**src/rtl/pipe_hazard_ctrl.sv**
```systemverilog
// pipe_hazard_ctrl: hazard detection, EX forwarding select, ID-branch flush,
// multi-cycle data-memory freeze, start FSM and performance counters for the
// 5-stage RV32 core. Keeps a private shadow of the EX/MEM/WB control fields.
// Optional feature macro: PIPE_HAZARD_CTRL_FWD_EN (defined = forwarding on;
// undefined = forward selects tied to 00 and any in-flight writer stalls ID).
module pipe_hazard_ctrl #(
   parameter int REG_AW  = 5,
   parameter int MEM_LAT = 1,
   parameter int CNT_W   = 32
) (
   input  logic              clk_i,
   input  logic              rst_ni,
   input  logic              start_i,
   input  logic              id_valid_i,
   input  logic [REG_AW-1:0] id_rs1_i,
   input  logic [REG_AW-1:0] id_rs2_i,
   input  logic              id_use_rs1_i,
   input  logic              id_use_rs2_i,
   input  logic [REG_AW-1:0] id_rd_i,
   input  logic              id_regwrite_i,
   input  logic              id_memread_i,
   input  logic              id_memwrite_i,
   input  logic              id_branch_i,
   input  logic              id_br_eq_i,
   output logic              pc_write_o,
   output logic              pc_sel_o,
   output logic              ifid_stall_o,
   output logic              ifid_flush_o,
   output logic              idex_bubble_o,
   output logic              freeze_o,
   output logic [1:0]        fwd_a_o,
   output logic [1:0]        fwd_b_o,
   output logic [CNT_W-1:0]  cycle_cnt_o,
   output logic [CNT_W-1:0]  stall_cnt_o,
   output logic [CNT_W-1:0]  flush_cnt_o
);

   typedef enum logic [1:0] {ST_IDLE = 2'd0, ST_RUN = 2'd1, ST_MWAIT = 2'd2} state_t;

   localparam logic [2:0] LP_WAIT_INIT = 3'(MEM_LAT - 1);
   localparam logic       LP_MULTI     = (MEM_LAT > 1) ? 1'b1 : 1'b0;

   state_t            r_state, w_state_nxt;
   logic [2:0]        r_wait, w_wait_nxt;
   logic              w_stall, w_flush;

   // shadow pipeline control fields
   logic              r_ex_valid, r_ex_rw, r_ex_mr, r_ex_ma;
   logic [REG_AW-1:0] r_ex_rd;
   logic              r_mem_valid, r_mem_rw, r_mem_mr;
   logic [REG_AW-1:0] r_mem_rd;
   logic              r_wb_valid, r_wb_rw;
   logic [REG_AW-1:0] r_wb_rd;

   logic [CNT_W-1:0]  r_cycle_cnt, r_stall_cnt, r_flush_cnt;

   logic              w_ex_match, w_mem_match, w_wb_match;
   logic              w_load_use, w_br_haz, w_extra, w_hazard;

   // A writer matches a source when it is live, writes, targets a non-zero
   // register and that register is actually read.
   function automatic logic f_match(input logic              valid,
                                    input logic              rw,
                                    input logic [REG_AW-1:0] rd,
                                    input logic [REG_AW-1:0] rs,
                                    input logic              use_rs);
      return valid & rw & use_rs & (rd != {REG_AW{1'b0}}) & (rd == rs);
   endfunction

   assign w_ex_match  = f_match(r_ex_valid, r_ex_rw, r_ex_rd, id_rs1_i, id_use_rs1_i)
                      | f_match(r_ex_valid, r_ex_rw, r_ex_rd, id_rs2_i, id_use_rs2_i);
   assign w_mem_match = f_match(r_mem_valid, r_mem_rw, r_mem_rd, id_rs1_i, id_use_rs1_i)
                      | f_match(r_mem_valid, r_mem_rw, r_mem_rd, id_rs2_i, id_use_rs2_i);
   assign w_wb_match  = f_match(r_wb_valid, r_wb_rw, r_wb_rd, id_rs1_i, id_use_rs1_i)
                      | f_match(r_wb_valid, r_wb_rw, r_wb_rd, id_rs2_i, id_use_rs2_i);

   assign w_load_use = w_ex_match & r_ex_mr;
   // The ID comparator can take a MEM-stage ALU result but not a MEM-stage load.
   assign w_br_haz   = id_branch_i & (w_ex_match | (w_mem_match & r_mem_mr));
`ifdef PIPE_HAZARD_CTRL_FWD_EN
   assign w_extra    = 1'b0;
`else
   // Without forwarding the regfile is the only source: wait until the writer retires.
   assign w_extra    = w_ex_match | w_mem_match | w_wb_match;
`endif
   assign w_hazard   = id_valid_i & (w_load_use | w_br_haz | w_extra);

   // FSM state and memory-wait counter register
   always_ff @(posedge clk_i or negedge rst_ni) begin
      if (!rst_ni) begin
         r_state <= ST_IDLE;
         r_wait  <= 3'd0;
      end else begin
         r_state <= w_state_nxt;
         r_wait  <= w_wait_nxt;
      end
   end

   // next state and control outputs; priority freeze > stall > flush > advance
   always_comb begin
      w_state_nxt   = r_state;
      w_wait_nxt    = r_wait;
      w_stall       = 1'b0;
      w_flush       = 1'b0;
      pc_write_o    = 1'b0;
      pc_sel_o      = 1'b0;
      ifid_stall_o  = 1'b0;
      ifid_flush_o  = 1'b0;
      idex_bubble_o = 1'b0;
      freeze_o      = 1'b0;
      case (r_state)
         ST_IDLE: begin
            ifid_stall_o  = 1'b1;
            idex_bubble_o = 1'b1;
            if (start_i) begin
               w_state_nxt = ST_RUN;
            end else begin
               w_state_nxt = ST_IDLE;
            end
         end
         ST_RUN: begin
            if (w_hazard) begin
               w_stall       = 1'b1;
               ifid_stall_o  = 1'b1;
               idex_bubble_o = 1'b1;
            end else if (id_valid_i && id_branch_i && id_br_eq_i) begin
               w_flush      = 1'b1;
               pc_write_o   = 1'b1;
               pc_sel_o     = 1'b1;
               ifid_flush_o = 1'b1;
            end else begin
               pc_write_o = 1'b1;
            end
            // the EX memory op moves into MEM on this edge
            if (LP_MULTI && r_ex_valid && r_ex_ma) begin
               w_state_nxt = ST_MWAIT;
               w_wait_nxt  = LP_WAIT_INIT;
            end else begin
               w_state_nxt = ST_RUN;
            end
         end
         ST_MWAIT: begin
            freeze_o     = 1'b1;
            ifid_stall_o = 1'b1;
            if (r_wait <= 3'd1) begin
               w_wait_nxt  = 3'd0;
               w_state_nxt = ST_RUN;
            end else begin
               w_wait_nxt  = r_wait - 3'd1;
               w_state_nxt = ST_MWAIT;
            end
         end
         default: begin
            w_state_nxt   = ST_IDLE;
            w_wait_nxt    = 3'd0;
            ifid_stall_o  = 1'b1;
            idex_bubble_o = 1'b1;
         end
      endcase
   end

`ifdef PIPE_HAZARD_CTRL_FWD_EN
   logic              r_ex_u1, r_ex_u2;
   logic [REG_AW-1:0] r_ex_rs1, r_ex_rs2;

   // EX source fields kept only for the forwarding compare
   always_ff @(posedge clk_i or negedge rst_ni) begin
      if (!rst_ni) begin
         r_ex_u1  <= 1'b0;
         r_ex_u2  <= 1'b0;
         r_ex_rs1 <= {REG_AW{1'b0}};
         r_ex_rs2 <= {REG_AW{1'b0}};
      end else if (r_state == ST_RUN) begin
         r_ex_u1  <= id_use_rs1_i & ~w_stall;
         r_ex_u2  <= id_use_rs2_i & ~w_stall;
         r_ex_rs1 <= w_stall ? {REG_AW{1'b0}} : id_rs1_i;
         r_ex_rs2 <= w_stall ? {REG_AW{1'b0}} : id_rs2_i;
      end else begin
         r_ex_u1  <= r_ex_u1;
         r_ex_u2  <= r_ex_u2;
         r_ex_rs1 <= r_ex_rs1;
         r_ex_rs2 <= r_ex_rs2;
      end
   end

   // EX operand select: youngest writer (MEM) wins over WB
   always_comb begin
      fwd_a_o = 2'b00;
      fwd_b_o = 2'b00;
      if (r_ex_valid && f_match(r_mem_valid, r_mem_rw, r_mem_rd, r_ex_rs1, r_ex_u1)) begin
         fwd_a_o = 2'b10;
      end else if (r_ex_valid && f_match(r_wb_valid, r_wb_rw, r_wb_rd, r_ex_rs1, r_ex_u1)) begin
         fwd_a_o = 2'b01;
      end else begin
         fwd_a_o = 2'b00;
      end
      if (r_ex_valid && f_match(r_mem_valid, r_mem_rw, r_mem_rd, r_ex_rs2, r_ex_u2)) begin
         fwd_b_o = 2'b10;
      end else if (r_ex_valid && f_match(r_wb_valid, r_wb_rw, r_wb_rd, r_ex_rs2, r_ex_u2)) begin
         fwd_b_o = 2'b01;
      end else begin
         fwd_b_o = 2'b00;
      end
   end
`else
   assign fwd_a_o = 2'b00;
   assign fwd_b_o = 2'b00;
`endif

   // shadow EX/MEM/WB advance; held in IDLE and during the memory freeze
   always_ff @(posedge clk_i or negedge rst_ni) begin
      if (!rst_ni) begin
         r_ex_valid  <= 1'b0;
         r_ex_rw     <= 1'b0;
         r_ex_mr     <= 1'b0;
         r_ex_ma     <= 1'b0;
         r_ex_rd     <= {REG_AW{1'b0}};
         r_mem_valid <= 1'b0;
         r_mem_rw    <= 1'b0;
         r_mem_mr    <= 1'b0;
         r_mem_rd    <= {REG_AW{1'b0}};
         r_wb_valid  <= 1'b0;
         r_wb_rw     <= 1'b0;
         r_wb_rd     <= {REG_AW{1'b0}};
      end else if (r_state == ST_RUN) begin
         r_ex_valid  <= id_valid_i & ~w_stall;
         r_ex_rw     <= id_regwrite_i & ~w_stall;
         r_ex_mr     <= id_memread_i & ~w_stall;
         r_ex_ma     <= (id_memread_i | id_memwrite_i) & ~w_stall;
         r_ex_rd     <= w_stall ? {REG_AW{1'b0}} : id_rd_i;
         r_mem_valid <= r_ex_valid;
         r_mem_rw    <= r_ex_rw;
         r_mem_mr    <= r_ex_mr;
         r_mem_rd    <= r_ex_rd;
         r_wb_valid  <= r_mem_valid;
         r_wb_rw     <= r_mem_rw;
         r_wb_rd     <= r_mem_rd;
      end else begin
         r_ex_valid  <= r_ex_valid;
         r_mem_valid <= r_mem_valid;
         r_wb_valid  <= r_wb_valid;
      end
   end

   // performance counters, wrapping naturally at 2^CNT_W
   always_ff @(posedge clk_i or negedge rst_ni) begin
      if (!rst_ni) begin
         r_cycle_cnt <= {CNT_W{1'b0}};
         r_stall_cnt <= {CNT_W{1'b0}};
         r_flush_cnt <= {CNT_W{1'b0}};
      end else begin
         if (r_state != ST_IDLE) r_cycle_cnt <= r_cycle_cnt + CNT_W'(1);
         else                    r_cycle_cnt <= r_cycle_cnt;
         if (w_stall || freeze_o) r_stall_cnt <= r_stall_cnt + CNT_W'(1);
         else                     r_stall_cnt <= r_stall_cnt;
         if (w_flush) r_flush_cnt <= r_flush_cnt + CNT_W'(1);
         else         r_flush_cnt <= r_flush_cnt;
      end
   end

   assign cycle_cnt_o = r_cycle_cnt;
   assign stall_cnt_o = r_stall_cnt;
   assign flush_cnt_o = r_flush_cnt;

endmodule

```
**config.mk**
```make
export PLATFORM = sky130hd
export DESIGN_NAME = pipe_hazard_ctrl
export DESIGN_NICKNAME = d
export VERILOG_FILES = /design/src/rtl/pipe_hazard_ctrl.sv
export SDC_FILE = /design/constraint.sdc
export NUM_CORES = 1
export LEC_CHECK = 0
export ABC_AREA = 0
export BUFFER_PORTS_ARGS = -buffer_cell sky130_fd_sc_hd__buf_2
export CAP_MARGIN = 20
export CELL_PAD_IN_SITES_DETAIL_PLACEMENT = 0
export CELL_PAD_IN_SITES_GLOBAL_PLACEMENT = 2
export CORE_ASPECT_RATIO = 0.8
export CORE_MARGIN = 2
export CORE_UTILIZATION = 35
export CTS_BUF_LIST = sky130_fd_sc_hd__clkbuf_8
export DETAILED_ROUTE_END_ITERATION = 10
export PLACE_DENSITY_LB_ADDON = 0.1
export SKIP_LAST_GASP = 1
export SLEW_MARGIN = 20
export SYNTH_ARGS = -nofsm -noshare
export SYNTH_HDL_FRONTEND = slang
export SYNTH_SLANG_ARGS = --single-unit
```
**constraint.sdc**
```tcl
create_clock -name clk_i -period 6.3 [get_ports clk_i]
set_input_delay 1.26 -clock clk_i [delete_from_list [all_inputs] [get_ports clk_i]]
set_output_delay 1.26 -clock clk_i [all_outputs]
set_load 0.01 [all_outputs]
```
==> summary.md, run 1 <==
Synthesis
- **count of state elements after synthesis** 122
- **mean instance size in the synthesized netlist** 10.7 µm²
- **netlist area before placement** 5800 µm²
- **sequential share of the synthesized area** 52.7%
- **Yosys Warn Count** 0
- **Async S/R FF share, synth** 100%
- **Cell variety after synth** 40
- **number of flops mapped to enable cells by yosys** 0
- **Main synth FF type** dfrtp_1
- **post-synthesis instance total** 544

Clock network
- **post-CTS setup repair buffer count** 0
- **total number of clock tree sinks** 122
- **maximum number of buffers from clock root to sink** 2
- **number of buffers created by CTS** 17
- **source-to-sink clock delay at the later pin of the worst-skew pair** 0.43 ns
- **post-cts sizing count** 0
- **TritonCTS clock tree** built
- **Post-CTS Hold Buffers** 0
- **Worst-path clk slew** 0.07 ns
- **H-Tree Level Count** 4
- **clock root buffer** clkbuf_8

Pwr
- **sequential power share** 46.8%
- **fraction of power consumed by combinational cells** 12.0%
- **standby leakage power** 0.00349 µW
- **pwr dens** 274 nW/µm²
- **power consumption** 1940 µW
- **maximum vdd ir drop** 0.142 mV
- **switching power total** 528 µW
- **fraction of power spent switching nets** 27.2%
- **clock network power share** 41.2%
- **Internal Dissipation** 1410 µW

Global routing
- **overall track demand over capacity in global routing** 15.8%
- **global route overflow** 0
- **initial antenna violation count** 0
- **wire length of the first global-routing pass** 22,100 µm
- **maximum number of pins on one net before global-route repair** 84
- **vias in the first global route** 4,242

Routing
- **Vias/cell** 4.78
- **final antenna-violating net count** 0
- **wire per inst** 14.9 µm
- **DRT iter0 DRCs** 215
- **Pre-antenna DRT Iters** 4
- **count of unresolved DRC violations after routing** 0
- **total wirelength of the detailed-routed design** 13,500 µm
- **via count of the routed design** 4,336

Worst setup path
- **Req. time, crit path** 5.04 ns
- **critical path start-end classification** input port to output pin
- **worst path arrival time** 3.04 ns
- **worst-path maximum fanout** 9
- **setup slack of the most critical reg-to-reg path** 3.63 ns
- **startpoint type of the worst setup path** input port
- **CP endpoint kind** output pin

Placed design
- **global placement routability congestion** 0.768
- **HPWL after detailed placement** 9420 µm
- **number of buffers added on ports** 125

Timing
- **post-layout min period** 4.30 ns
- **transition at the pin with the smallest max-transition slack** 0.967 ns
- **endpoints failing setup** 0
- **clock skew** 0.0122 ns
- **maximum frequency from static timing analysis** 0.233 GHz
- **fin crit share** 68.3%
- **Final Hold Viols** 0
- **unrepaired setup endpoints after global routing** no
- **number of max-slew violations in the final report** 0
- **worst slew slack as a fraction of its limit** 35.5%
- **accumulated negative setup slack** 0 ns

Floorplanning
- **Die Area** 17,600 µm²
- **standard cell core area** 16,400 µm²
- **IO Pins** 132
- **Initial Utilization** 35.3%
- **total number of placement rows** 42
- **width of the chip** 148 µm
- **overall die height** 119 µm

Flow run
- **Maximum Capacitance Violations** 0

Finish
- **signed area change from the synthesized netlist to the final layout** 22.0%
- **fraction of final layout cells with drive strength greater than 1** 24.5%
- **count of fill cells added during filler insertion** 1,658
- **commonest non-fill, non-tap cell in the layout** buf_2
- **post-layout net count** 705
- **top library cells by usage in the layout, fill and taps aside** buf_2, dfrtp_1, xnor2_1
- **antenna fix cells** 0

Status
- **run status** finished clean

Hold path
- **class of the tightest hold or removal check** register to register

[power by group through the flow]
stage / sequential [µW] / combinational (µW) / clock [µW]
after floorplan: 928 / 118 / 0
after global placement: 919 / 233 / 0
after detailed placement: 922 / 235 / 0
after CTS: 907 / 236 / 829
after global routing: 917 / 261 / 867
final: 907 / 232 / 799
[kinds of logic after synthesis]
kind of cell	count (synthesis)	share of synthesized area [%]
compound gates	25	3.52
xor+xnor	123	18.6
fa+ha+maj	4	0.864
buf+inv	34	3.20
flops	122	52.7
mux	4	0.756
other cells	1	0.0647
simple gates	231	20.3
[through the flow]
step / util [%] / instance area, µm² / hold slack (ns) / setup WS [ns] / std cells
after global placement: 40.3 / 6610 / 0.451 / 2.01 / 875
after detailed placement: 40.3 / 6620 / 0.456 / 1.99 / 876
final: 43.1 / 7070 / 0.465 / 2.00 / 907
after floorplan: - / 5810 / 0.446 / 2.34 / 547
after global routing: 43.1 / 7070 / 0.487 / 1.91 / 907
after CTS: 43.1 / 7070 / 0.470 / 1.98 / 907
[worst max-delay path, cell delays in order]
cell and delay (ns):
buf_2 0.13, xnor2_1 0.15, nand4_1 0.11, o22ai_1 0.15, a222oi_1 0.35, buf_4 0.21
nor2_1 0.05, nor2_2 0.37, nor2_1 0.09, buf_2 0.16
[cells in the mapped netlist (2+ instances only)]
cell type	number	area, µm²
mux2_2	3	33.8
xnor2_1	109	955
dfrtp_1	122	3050
xor2_1	14	123
buf_4	5	37.5
a22o_1	7	61.3
inv_1	12	45.0
and4_1	10	87.6
o22ai_1	4	25.0
nand4_1	39	244
or3_1	4	25.0
clkbuf_1	10	37.5
nor2_1	22	82.6
o21ai_0	4	20.0
and3_1	24	150
nand2b_1	2	12.5
nand3_1	37	185
nand2_1	76	285
o311a_1	3	30.0
nor3_1	5	25.0
and2_1	8	50.1
ha_1	4	50.1
buf_2	3	15.0
[worst paths after layout]
| path | depth (start not counted) | startpoint | endpoint |
|---|---|---|---|
| worst max-delay path | 10 | id_rs1_i[2] | idex_bubble_o |
| worst min-delay path | 1 | flush_cnt_o[31] | flush_cnt_o[31] |
| worst max register to register | 6 | r_state[1] | flush_cnt_o[1] |
| worst min register to register | 1 | flush_cnt_o[31] | flush_cnt_o[31] |
| max in group asynchronous | 2 | rst_ni | r_wb_rd[2] |
| min in group asynchronous | 1 | rst_ni | stall_cnt_o[21] |
[registers in the layout (all words and copies together) (netlist names), 2 cells and up]
name	flops
r_mem_rd	5
r_ex_rd	5
r_state	2
cycle_cnt_o	32
r_wait	3
stall_cnt_o	32
r_wb_rd	5
flush_cnt_o	32
[cell type report]
cell class / count / area (µm²) / share of cell area (%)
clock buffer: 17 / 234 / 3.31
clock inverter: 14 / 220 / 3.11
inverter: 12 / 45.0 / 0.637
multi-input combinational: 391 / 2570 / 36.3
sequential: 122 / 3050 / 43.2
tap: 220 / 275 / 3.89
timing repair buffer: 131 / 677 / 9.57
[metal layers]
metal | up-vias | global-route usage (%) | wire, µm
li1 | 2115 | - | -
met1 | 2112 | 22.5 | 6750
met2 | 100 | 23.5 | 6020
met3 | 9 | 4.52 | 613
met4 | 0 | 4.58 | 130
met5 | - | 0 | 0
(Power assumes the default switching activity.)
==> run 2: changes to the inputs <==
==> constraint.sdc (replaced) <==
create_clock -name clk_i -period 4.2 [get_ports clk_i]
set_input_delay 0.84 -clock clk_i [delete_from_list [all_inputs] [get_ports clk_i]]
set_output_delay 0.84 -clock clk_i [all_outputs]
set_load 0.01 [all_outputs]
==> run 2 against run 1 <==
Compared with the run above:
- sequential share of layout area is 0.21 points higher
- core utilization is 0.21 points lower
- worst hold slack worse by 0.0039 ns
- clock power is 33% higher
- clock-buffer cell count is 5 higher
- wire length is 0.30% higher
- combinational power is 50% higher
- global-route usage is 0.39 points higher
- critical path depth is 3 lower
- non-clock buffer count is 1 higher
- largest power group unchanged
==> summary.md, run 2 (synthesis gave the netlist of run 1 again) <==
Routing
- **DRT iter0 DRCs** 239, +11%
- **via count of the routed design** 4,352, +0.37%
- **final antenna-violating net count** 0, unchanged
- **Vias/cell** 4.79, +0.15%
- **count of unresolved DRC violations after routing** 0, unchanged
- **Pre-antenna DRT Iters** 4, unchanged
- **total wirelength of the detailed-routed design** 13,600 µm, +0.30%
- **wire per inst** 14.9 µm, about the same

Global routing
- **vias in the first global route** 4,309, +1.6%
- **maximum number of pins on one net before global-route repair** 63, -25%
- **initial antenna violation count** 0, unchanged
- **wire length of the first global-routing pass** 22,500 µm, +2.1%
- **global route overflow** 0, unchanged
- **overall track demand over capacity in global routing** 16.2%, +0.39 points

Floorplanning
- **IO Pins** 132, unchanged
- **total number of placement rows** 42, unchanged
- **overall die height** 119 µm, unchanged
- **Initial Utilization** 35.3%, unchanged
- **standard cell core area** 16,400 µm², unchanged
- **Die Area** 17,600 µm², unchanged
- **width of the chip** 148 µm, unchanged

Pwr
- **switching power total** 765 µW, +45%
- **fraction of power spent switching nets** 27.6%, +0.40 points
- **sequential power share** 49.1%, +2.3 points
- **Internal Dissipation** 2010 µW, +42%
- **pwr dens** 394 nW/µm², +44%
- **maximum vdd ir drop** 0.233 mV, +64%
- **fraction of power consumed by combinational cells** 12.5%, +0.5 points
- **standby leakage power** 0.00349 µW, about the same
- **clock network power share** 38.4%, -2.8 points

Clock network
- **Post-CTS Hold Buffers** 0, unchanged
- **Worst-path clk slew** 0.07 ns, about the same
- **maximum number of buffers from clock root to sink** 2, unchanged
- **total number of clock tree sinks** 122, unchanged
- **number of buffers created by CTS** 17, unchanged
- **clock root buffer** clkbuf_8
- **TritonCTS clock tree** built
- **source-to-sink clock delay at the later pin of the worst-skew pair** 0.44 ns, about the same
- **H-Tree Level Count** 4, unchanged
- **post-cts sizing count** 0, unchanged
- **post-CTS setup repair buffer count** 0, unchanged

Timing
- **endpoints failing setup** 0, unchanged
- **post-layout min period** 3.58 ns
- **fin crit share** 85.3%
- **accumulated negative setup slack** 0 ns, unchanged
- **transition at the pin with the smallest max-transition slack** 0.808 ns, -0.160 ns
- **number of max-slew violations in the final report** 0, unchanged
- **unrepaired setup endpoints after global routing** no
- **worst slew slack as a fraction of its limit** 46.2%, +11 points
- **maximum frequency from static timing analysis** 0.279 GHz
- **clock skew** 0.0101 ns, -0.00205 ns
- **Final Hold Viols** 0, unchanged

Finish
- **commonest non-fill, non-tap cell in the layout** buf_2
- **signed area change from the synthesized netlist to the final layout** 21.4%
- **post-layout net count** 706, +0.14%
- **fraction of final layout cells with drive strength greater than 1** 24.1%, -0.36 points
- **core utilization of the finished layout** 42.9%, -0.21 points
- **top library cells by usage in the layout, fill and taps aside** buf_2, dfrtp_1, xnor2_1
- **antenna fix cells** 0, unchanged

Worst setup path
- **cells on worst reg2reg path** 7, +1
- **worst-path maximum fanout** 9, unchanged
- **worst path arrival time** 2.74 ns, -0.30 ns
- **CP endpoint kind** output pin
- **critical path start-end classification** register to output pin
- **startpoint type of the worst setup path** register
- **Req. time, crit path** 3.36 ns, -1.68 ns

Placed design
- **global placement routability congestion** 0.814, +6.0%
- **number of buffers added on ports** 125, unchanged
- **HPWL after detailed placement** 9460 µm, +0.44%

Flow run
- **Maximum Capacitance Violations** 0, unchanged

Hold path
- **class of the tightest hold or removal check** input port to async pin

Status
- **run status** finished clean

[run 2: final timing paths]
kind                                 startpoint               to  slack (ns)
worst min register to register  stall_cnt_o[31]  stall_cnt_o[31]        0.46
worst min-delay path                     rst_ni   stall_cnt_o[3]        0.46
min in group clk_i              stall_cnt_o[31]  stall_cnt_o[31]        0.46
worst max-delay path                 r_wb_rd[0]    idex_bubble_o        0.62
worst max register to register       r_wb_rd[0]   flush_cnt_o[1]        1.41
max in group asynchronous                rst_ni  flush_cnt_o[18]        2.92
[run 2: metal layers]
| metal | global-route usage (%) | part of all wire [%] | vias up | wire length (µm) |
|---|---|---|---|---|
| met1 | 23.2 | 51 | 2111 | 6860 |
| met5 | 0 | 0 | - | 0 |
| li1 | - | - | 2119 | - |
| met2 | 23.6 | 43 | 109 | 5790 |
| met4 | 5.00 | 1.3 | 0 | 171 |
| met3 | 4.87 | 5.4 | 13 | 735 |
[run 2: critical path, stage by stage (launching register included)]
cell	delay, ns
dfrtp_1	0.43
or3_1	0.42
o311a_1	0.33
a222oi_1	0.41
nor2_1	0.09
nor2_2	0.38
nor2_1	0.09
buf_2	0.15
[run 2: layout make-up]
class	count	area [µm²]
flip-flops and latches	122	3050
clock buffers	22	303
well taps	220	275
clock inverters	10	100
fillers	1646	9360
repair buffers	132	693
multi-input cells	391	2570
inverters	12	45.0
[run 2: power groups by stage]
| stage | Sequential (µW) | Combinational (µW) | Clock (µW) |
|---|---|---|---|
| after floorplan | 1390 | 178 | 0 |
| after CTS | 1360 | 356 | 1100 |
| after global placement | 1380 | 353 | 0 |
| after global routing | 1380 | 392 | 1170 |
| final | 1360 | 347 | 1060 |
| after detailed placement | 1380 | 355 | 0 |
[run 2: through the flow]
| step | instance area [µm²] | cells | total power, µW | worst slack [ns] | hold slack (ns) |
|---|---|---|---|---|---|
| after floorplan | 5810 | 547 | 1570 | 1.08 | 0.446 |
| after global placement | 6640 | 877 | 1730 | 0.836 | 0.451 |
| after detailed placement | 6640 | 877 | 1740 | 0.839 | 0.456 |
| after CTS | 7040 | 909 | 2820 | 0.557 | 0.471 |
| after global routing | 7040 | 909 | 2940 | 0.415 | 0.488 |
| final | 7040 | 909 | 2770 | 0.619 | 0.461 |
